[config.mk]
export PLATFORM = sky130hd
export DESIGN_NAME = wb_cmd_master
export DESIGN_NICKNAME = d
export VERILOG_FILES = /design/src/rtl/wb_cmd_master.sv
export SDC_FILE = /design/constraint.sdc
export NUM_CORES = 1
export LEC_CHECK = 0
export ABC_AREA = 1
export CAP_MARGIN = 15
export CORE_UTILIZATION = 25
export DETAILED_ROUTE_END_ITERATION = 6
export SLEW_MARGIN = 40
export SYNTH_ARGS = -nofsm -noshare
export SYNTH_HDL_FRONTEND = slang
export SYNTH_SLANG_ARGS = --single-unit
[constraint.sdc]
create_clock -name wb_clk_i -period 1.9 [get_ports wb_clk_i]
set_input_delay 0.285 -clock wb_clk_i [delete_from_list [all_inputs] [get_ports wb_clk_i]]
set_output_delay 0.285 -clock wb_clk_i [all_outputs]
set_load 0.01 [all_outputs]
[src/rtl/wb_cmd_master.sv]
// Single-outstanding Wishbone classic-cycle initiator: valid/ready command in, valid/ready response out.
// Optional watchdog abort is compiled in with WB_CMD_MASTER_TIMEOUT_EN.
module wb_cmd_master #(
    parameter int TIMEOUT_CYCLES = 255,
    parameter int TO_W           = 8
) (
    input  logic        wb_clk_i,
    input  logic        wb_rst_n,
    // Command and response streams: a transfer happens on any clock edge where valid && ready.
    // Once valid is raised by the producer it holds its payload until ready is seen.
    input  logic        cmd_valid,
    output logic        cmd_ready,
    input  logic        cmd_we,
    input  logic [31:0] cmd_adr,
    input  logic [31:0] cmd_dat,
    input  logic [3:0]  cmd_sel,
    output logic        rsp_valid,
    input  logic        rsp_ready,
    output logic [31:0] rsp_dat,
    output logic        rsp_err,
    output logic        wbm_cyc_o,
    output logic        wbm_stb_o,
    output logic        wbm_we_o,
    output logic [3:0]  wbm_sel_o,
    output logic [31:0] wbm_adr_o,
    output logic [31:0] wbm_dat_o,
    input  logic        wbm_ack_i,
    input  logic [31:0] wbm_dat_i,
    output logic        busy
);

    typedef enum logic [1:0] {IDLE, BUS, RESP} state_t;

    state_t      state_q, state_d;
    logic        cyc_q, cyc_d;
    logic        stb_q, stb_d;
    logic        we_q, we_d;
    logic [3:0]  sel_q, sel_d;
    logic [31:0] adr_q, adr_d;
    logic [31:0] dat_q, dat_d;
    logic        rsp_valid_q, rsp_valid_d;
    logic [31:0] rsp_dat_q, rsp_dat_d;

    if (TIMEOUT_CYCLES < 1 || TIMEOUT_CYCLES > (2 ** TO_W) - 1) begin : g_bad_timeout
        $error("wb_cmd_master: TIMEOUT_CYCLES does not fit in TO_W bits");
    end

`ifdef WB_CMD_MASTER_TIMEOUT_EN
    logic [TO_W-1:0] cnt_q, cnt_d;
    logic            rsp_err_q, rsp_err_d;
    assign rsp_err = rsp_err_q;
`else
    assign rsp_err = 1'b0;
`endif

    assign cmd_ready = (state_q == IDLE);
    assign busy      = (state_q != IDLE);
    assign wbm_cyc_o = cyc_q;
    assign wbm_stb_o = stb_q;
    assign wbm_we_o  = we_q;
    assign wbm_sel_o = sel_q;
    assign wbm_adr_o = adr_q;
    assign wbm_dat_o = dat_q;
    assign rsp_valid = rsp_valid_q;
    assign rsp_dat   = rsp_dat_q;

    always_comb begin
        state_d     = state_q;
        cyc_d       = cyc_q;
        stb_d       = stb_q;
        we_d        = we_q;
        sel_d       = sel_q;
        adr_d       = adr_q;
        dat_d       = dat_q;
        rsp_valid_d = rsp_valid_q;
        rsp_dat_d   = rsp_dat_q;
`ifdef WB_CMD_MASTER_TIMEOUT_EN
        cnt_d       = cnt_q;
        rsp_err_d   = rsp_err_q;
`endif
        case (state_q)
            IDLE: begin
                if (cmd_valid) begin
                    we_d    = cmd_we;
                    sel_d   = cmd_sel;
                    adr_d   = cmd_adr;
                    dat_d   = cmd_dat;
                    cyc_d   = 1'b1;
                    stb_d   = 1'b1;
`ifdef WB_CMD_MASTER_TIMEOUT_EN
                    cnt_d   = '0;
`endif
                    state_d = BUS;
                end
            end
            BUS: begin
                // Ack takes priority over a watchdog expiry in the same cycle.
                if (wbm_ack_i) begin
                    cyc_d       = 1'b0;
                    stb_d       = 1'b0;
                    rsp_dat_d   = we_q ? 32'h0 : wbm_dat_i;
                    rsp_valid_d = 1'b1;
`ifdef WB_CMD_MASTER_TIMEOUT_EN
                    rsp_err_d   = 1'b0;
`endif
                    state_d     = RESP;
                end
`ifdef WB_CMD_MASTER_TIMEOUT_EN
                else if (cnt_q == TO_W'(TIMEOUT_CYCLES - 1)) begin
                    cyc_d       = 1'b0;
                    stb_d       = 1'b0;
                    rsp_dat_d   = 32'h0;
                    rsp_err_d   = 1'b1;
                    rsp_valid_d = 1'b1;
                    state_d     = RESP;
                end else begin
                    cnt_d = cnt_q + TO_W'(1);
                end
`endif
            end
            RESP: begin
                if (rsp_ready) begin
                    rsp_valid_d = 1'b0;
                    state_d     = IDLE;
                end
            end
            default: state_d = IDLE;
        endcase
    end

    always_ff @(posedge wb_clk_i or negedge wb_rst_n) begin
        if (!wb_rst_n) begin
            state_q     <= IDLE;
            cyc_q       <= 1'b0;
            stb_q       <= 1'b0;
            we_q        <= 1'b0;
            sel_q       <= 4'h0;
            adr_q       <= 32'h0;
            dat_q       <= 32'h0;
            rsp_valid_q <= 1'b0;
            rsp_dat_q   <= 32'h0;
`ifdef WB_CMD_MASTER_TIMEOUT_EN
            cnt_q       <= '0;
            rsp_err_q   <= 1'b0;
`endif
        end else begin
            state_q     <= state_d;
            cyc_q       <= cyc_d;
            stb_q       <= stb_d;
            we_q        <= we_d;
            sel_q       <= sel_d;
            adr_q       <= adr_d;
            dat_q       <= dat_d;
            rsp_valid_q <= rsp_valid_d;
            rsp_dat_q   <= rsp_dat_d;
`ifdef WB_CMD_MASTER_TIMEOUT_EN
            cnt_q       <= cnt_d;
            rsp_err_q   <= rsp_err_d;
`endif
        end
    end

endmodule

# After elaboration in Yosys (flattened, before gate mapping)
# Cells that the tools add are included.
# op_classes
n_eq_ne	5
muxes	11
n_reduce_logical	9
# ops
operator	n
32-bit two-way mux	1
3-bit AND reduction	3
2-bit two-way mux	3
2-bit != test, second input constant	3
2-bit case mux with 3 select lines	1
2-bit nonzero test	3
1-bit two-way mux	4
1-bit case mux with 2 select lines	2
2-bit AND reduction	2
2-bit by 1-bit equality test with 1-bit output, second input constant	1
2-bit equality test, second input constant	1
2-bit zero test	1
# totals
register_bits	105
input_bits	106
output_inout_bits	107
wordCells	33

# Longest topological paths before layout
# depth
word_depth	3
depth_mapped	5
ltp_nobuf	4

# Worst setup path before layout
# OpenSTA, ideal clock, no wires.
# synth_path
path_type	reg-to-output
startpoint	register state_q[0]
endpoint	output busy
arrival_time_ps	898
t_required_ps	1615
setup_slack_ps	717
path_stages_with_launch	4
path_buffers	1
path_cell_list	dfrtp_1 > nor2_4 > buf_2 > inv_2
# synth_between
elab_chain_len	1
# synth_lines
item	line_no	source
start: declaration	34	state_t state_q, state_d;
start signal: assignment	147	state_q <= state_d;
2-bit nonzero test	57	assign busy = (state_q != IDLE);
end: declaration	29	output logic busy
# No other way between the ends.

# Final worst setup path
# layout_path
startpoint	register state_q[1]
endpoint	output cmd_ready
# layout_between
elab_chain_len	1
# layout_lines
item	line_no	source
2-bit zero test	56	assign cmd_ready = (state_q == IDLE);
end: declaration	12	output logic cmd_ready,
# No other way between the ends.

==> results by group <==
Yosys
  • Syn Inst Count: 527
  • Number of synthesized register bits: 105
  • Mapped Avg Cell Area: 8.36 µm²
  • Yosys warns: 0
  • Post-synth design cell area: around 4400 µm²
  • Post-synth cell types: 16
  • Syn Nets: 633
  • Post-synthesis sequential area ratio: 0.597

Die
  • Boundary Pins: 213
  • Die area: ~18000 µm²
  • Core ar.: around 17000 µm²
  • Die X: 135 µm
  • # rows: 48
  • Die Y: 135 µm
  • Initial Utilization: 0.256

STA
  • Setup-failing EPs final: 0
  • Worst Tran Pin Value: ~0.56 ns
  • RSZ-0062 raised after global routing: no
  • Crit path time final: 1.83 ns
  • Peak Freq: roughly 0.55 GHz
  • Hold WS: 0.417 ns
  • Setup TNS: 0 ns
  • Slew Limit Fails: 0
  • Worst setup margin: 0.0672 ns
  • Slew HR: 0.629
  • Skew final: 0.00840 ns
  • Period utilisation layout: 0.965
  • Fin. Hold Viols: 0

Power and ir drop
  • Leak: 3.53 nW
  • Worst IR Drop VDD: about 0.67 mV
  • Pwr Total: 0.0111 W
  • P per Cell Area: 1550 nW/µm²

Cells and area
  • Layout area overhead: 62.3%
  • Fin nets: 838
  • Fillcell total: between 1500 and 2000
  • Diodes inserted: 0
  • Final core utilization: 0.415
  • Share of layout cells above drive strength 1: 0.0624

Status
  • Run status: completed

Clock tree
  • Max clock buf depth: 2
  • H-tree levels: 3
  • Clk_lat worst skew: roughly 0.35 ns
  • CTS clk-pin slew, worst paths: around 0.07 ns
  • Clk root buf: clkbuf_16
  • Num Clock Sinks: 105
  • CTS buffer count: 9
  • CTS tree: built

Placement
  • DP Wirelength: around 9.0 mm
  • Dpl ws: 0.299 ns
  • GPL Wtd Cong: 0.779
  • Port bufs: 211

Route
  • Met2 WL: 5.71 mm
  • Post-detailed-route DRC marker count: 0
  • Top Metal Used: met5
  • Final ANT Viol Nets: 0
  • Routed wire length per instance: 13.5 µm
  • Routed Wire Length: 13.0 mm
  • Vias per cell: 4.25
  • First-pass DRT Iterations: 4
  • Met3 wire length: 1.39 mm
  • Vias: 4092
  • Detailed Route Iter0 Violations: 142
  • M1 WL: 5.67 mm

GRT
  • Vias in the first global route: 3891
  • First-pass GRT wire length: 20.5 mm
  • Grt ovf: 0
  • Largest net degree at the start of global routing: 57
  • Antenna violations before repair: 1
  • Total global-route track usage: 0.146

Worst setup path
  • Cells on worst reg2reg path: 5
  • Worst endpoint required time: 1.62 ns
  • Arrival time at the worst endpoint: 1.55 ns
  • Kind of end point of the critical path: primary output
  • Critical-path maximum fanout: 2
  • Kind of critical path: reg2out
  • Startpoint Class: register

Job
  • Max-Cap Viols: 0

Min path
  • HP Class: in2async
==> cell usage after synthesis (all sizes together) <==
cell	n	share of area
dfrtp	105	0.60
buf	26	0.032
o21ai	2	0.0023
nand2	209	0.18
nand3	103	0.12
clkbuf	12	0.010
inv	35	0.030
conb	1	0.00085
nor2	34	0.031
==> final timing paths <==
kind | from | end | slack, ns
max | state_q[1]$_DFFE_PN0P_ | cmd_ready | 0.07
min | wb_rst_n | rsp_dat[22]$_DFFE_PN0P_ | 0.42
max reg2reg | state_q[1]$_DFFE_PN0P_ | rsp_dat[0]$_DFFE_PN0P_ | 0.54
min reg2reg | wbm_adr_o[9]$_DFFE_PN0P_ | wbm_adr_o[9]$_DFFE_PN0P_ | 0.47
max in group asynchronous | wb_rst_n | wbm_we_o$_DFFE_PN0P_ | 0.86
min in group wb_clk_i | cmd_valid | wbm_adr_o[9]$_DFFE_PN0P_ | 0.46
==> cell usage in the layout, fill, tap and decap left out, types with 2 or more instances in the layout <==
cell type / count
o21ai_1: 2
clkbuf_8: 3
clkdlybuf4s50_1: 209
dfrtp_1: 103
buf_12: 5
inv_1: 32
nand3_1: 102
nand2_1: 208
clkbuf_16: 9
inv_2: 3
nor2_1: 32
buf_4: 15
dfrtp_2: 2
==> layer usage <==
layer,global-route usage,up-vias
li1,-,2041
met4,0.0537,2
met2,0.222,184
met5,0,-
met1,0.186,1849
met3,0.0582,16
==> cells by family (layout without fill, tap and decap cells) <==
family / after synthesis / after routing / synth area share
AOI/OAI and AO/OA: 2 / 2 / 0.00227
buffers and inverters: 73 / 283 / 0.0722
DFF: 105 / 105 / 0.597
other: 1 / 1 / 0.000851
and+or+nand+nor: 346 / 346 / 0.328
==> per-stage QoR <==
stage,instances,area (µm²)
finish,962,7150
detailed placement,941,6790
floorplan,527,4400
global placement,941,6790
global route,962,7150
CTS,961,7140
==> final cells by class <==
class / instances / area (µm²) / share of cell area
Clock buffer: 13 / 270 / 0.0378
Clock inverter: 3 / 46.3 / 0.00648
Inverter: 35 / 131 / 0.0184
Multi-Input combinational cell: 349 / 1460 / 0.204
Sequential cell: 105 / 2630 / 0.368
Tap cell: 225 / 282 / 0.0394
Timing Repair Buffer: 232 / 2330 / 0.326
==> flip-flops by register name (all words and copies together), names as in the netlist <==
name       cells
state_q        2
rsp_valid      1
rsp_dat       32
wbm_stb_o      1
wbm_adr_o     32
wbm_we_o       1
wbm_sel_o      4
wbm_dat_o     32
==> timing repair <==
item / in CTS / in global routing
resized for setup: 1 / 2
hold buffers: 1 / 0
setup endpoints to repair: 2 / 2
setup buffers: 3 / 1
pin swaps: 1 / 0
hold endpoints to repair: 26 / 0
==> where the power goes <==
part | total, W | switching, W | internal, W
clock | 0.00198 | 0.000841 | 0.00114
combinational | 0.00528 | 0.00256 | 0.00273
sequential | 0.00381 | 0.000558 | 0.00326
==> critical path: stages, from the launching register on <==
cell             delay (ns)
dfrtp_2                0.43
nor2_4                 0.13
buf_4                  0.13
clkdlybuf4s50_1        0.52
Power figures use the tool's default switching activity.
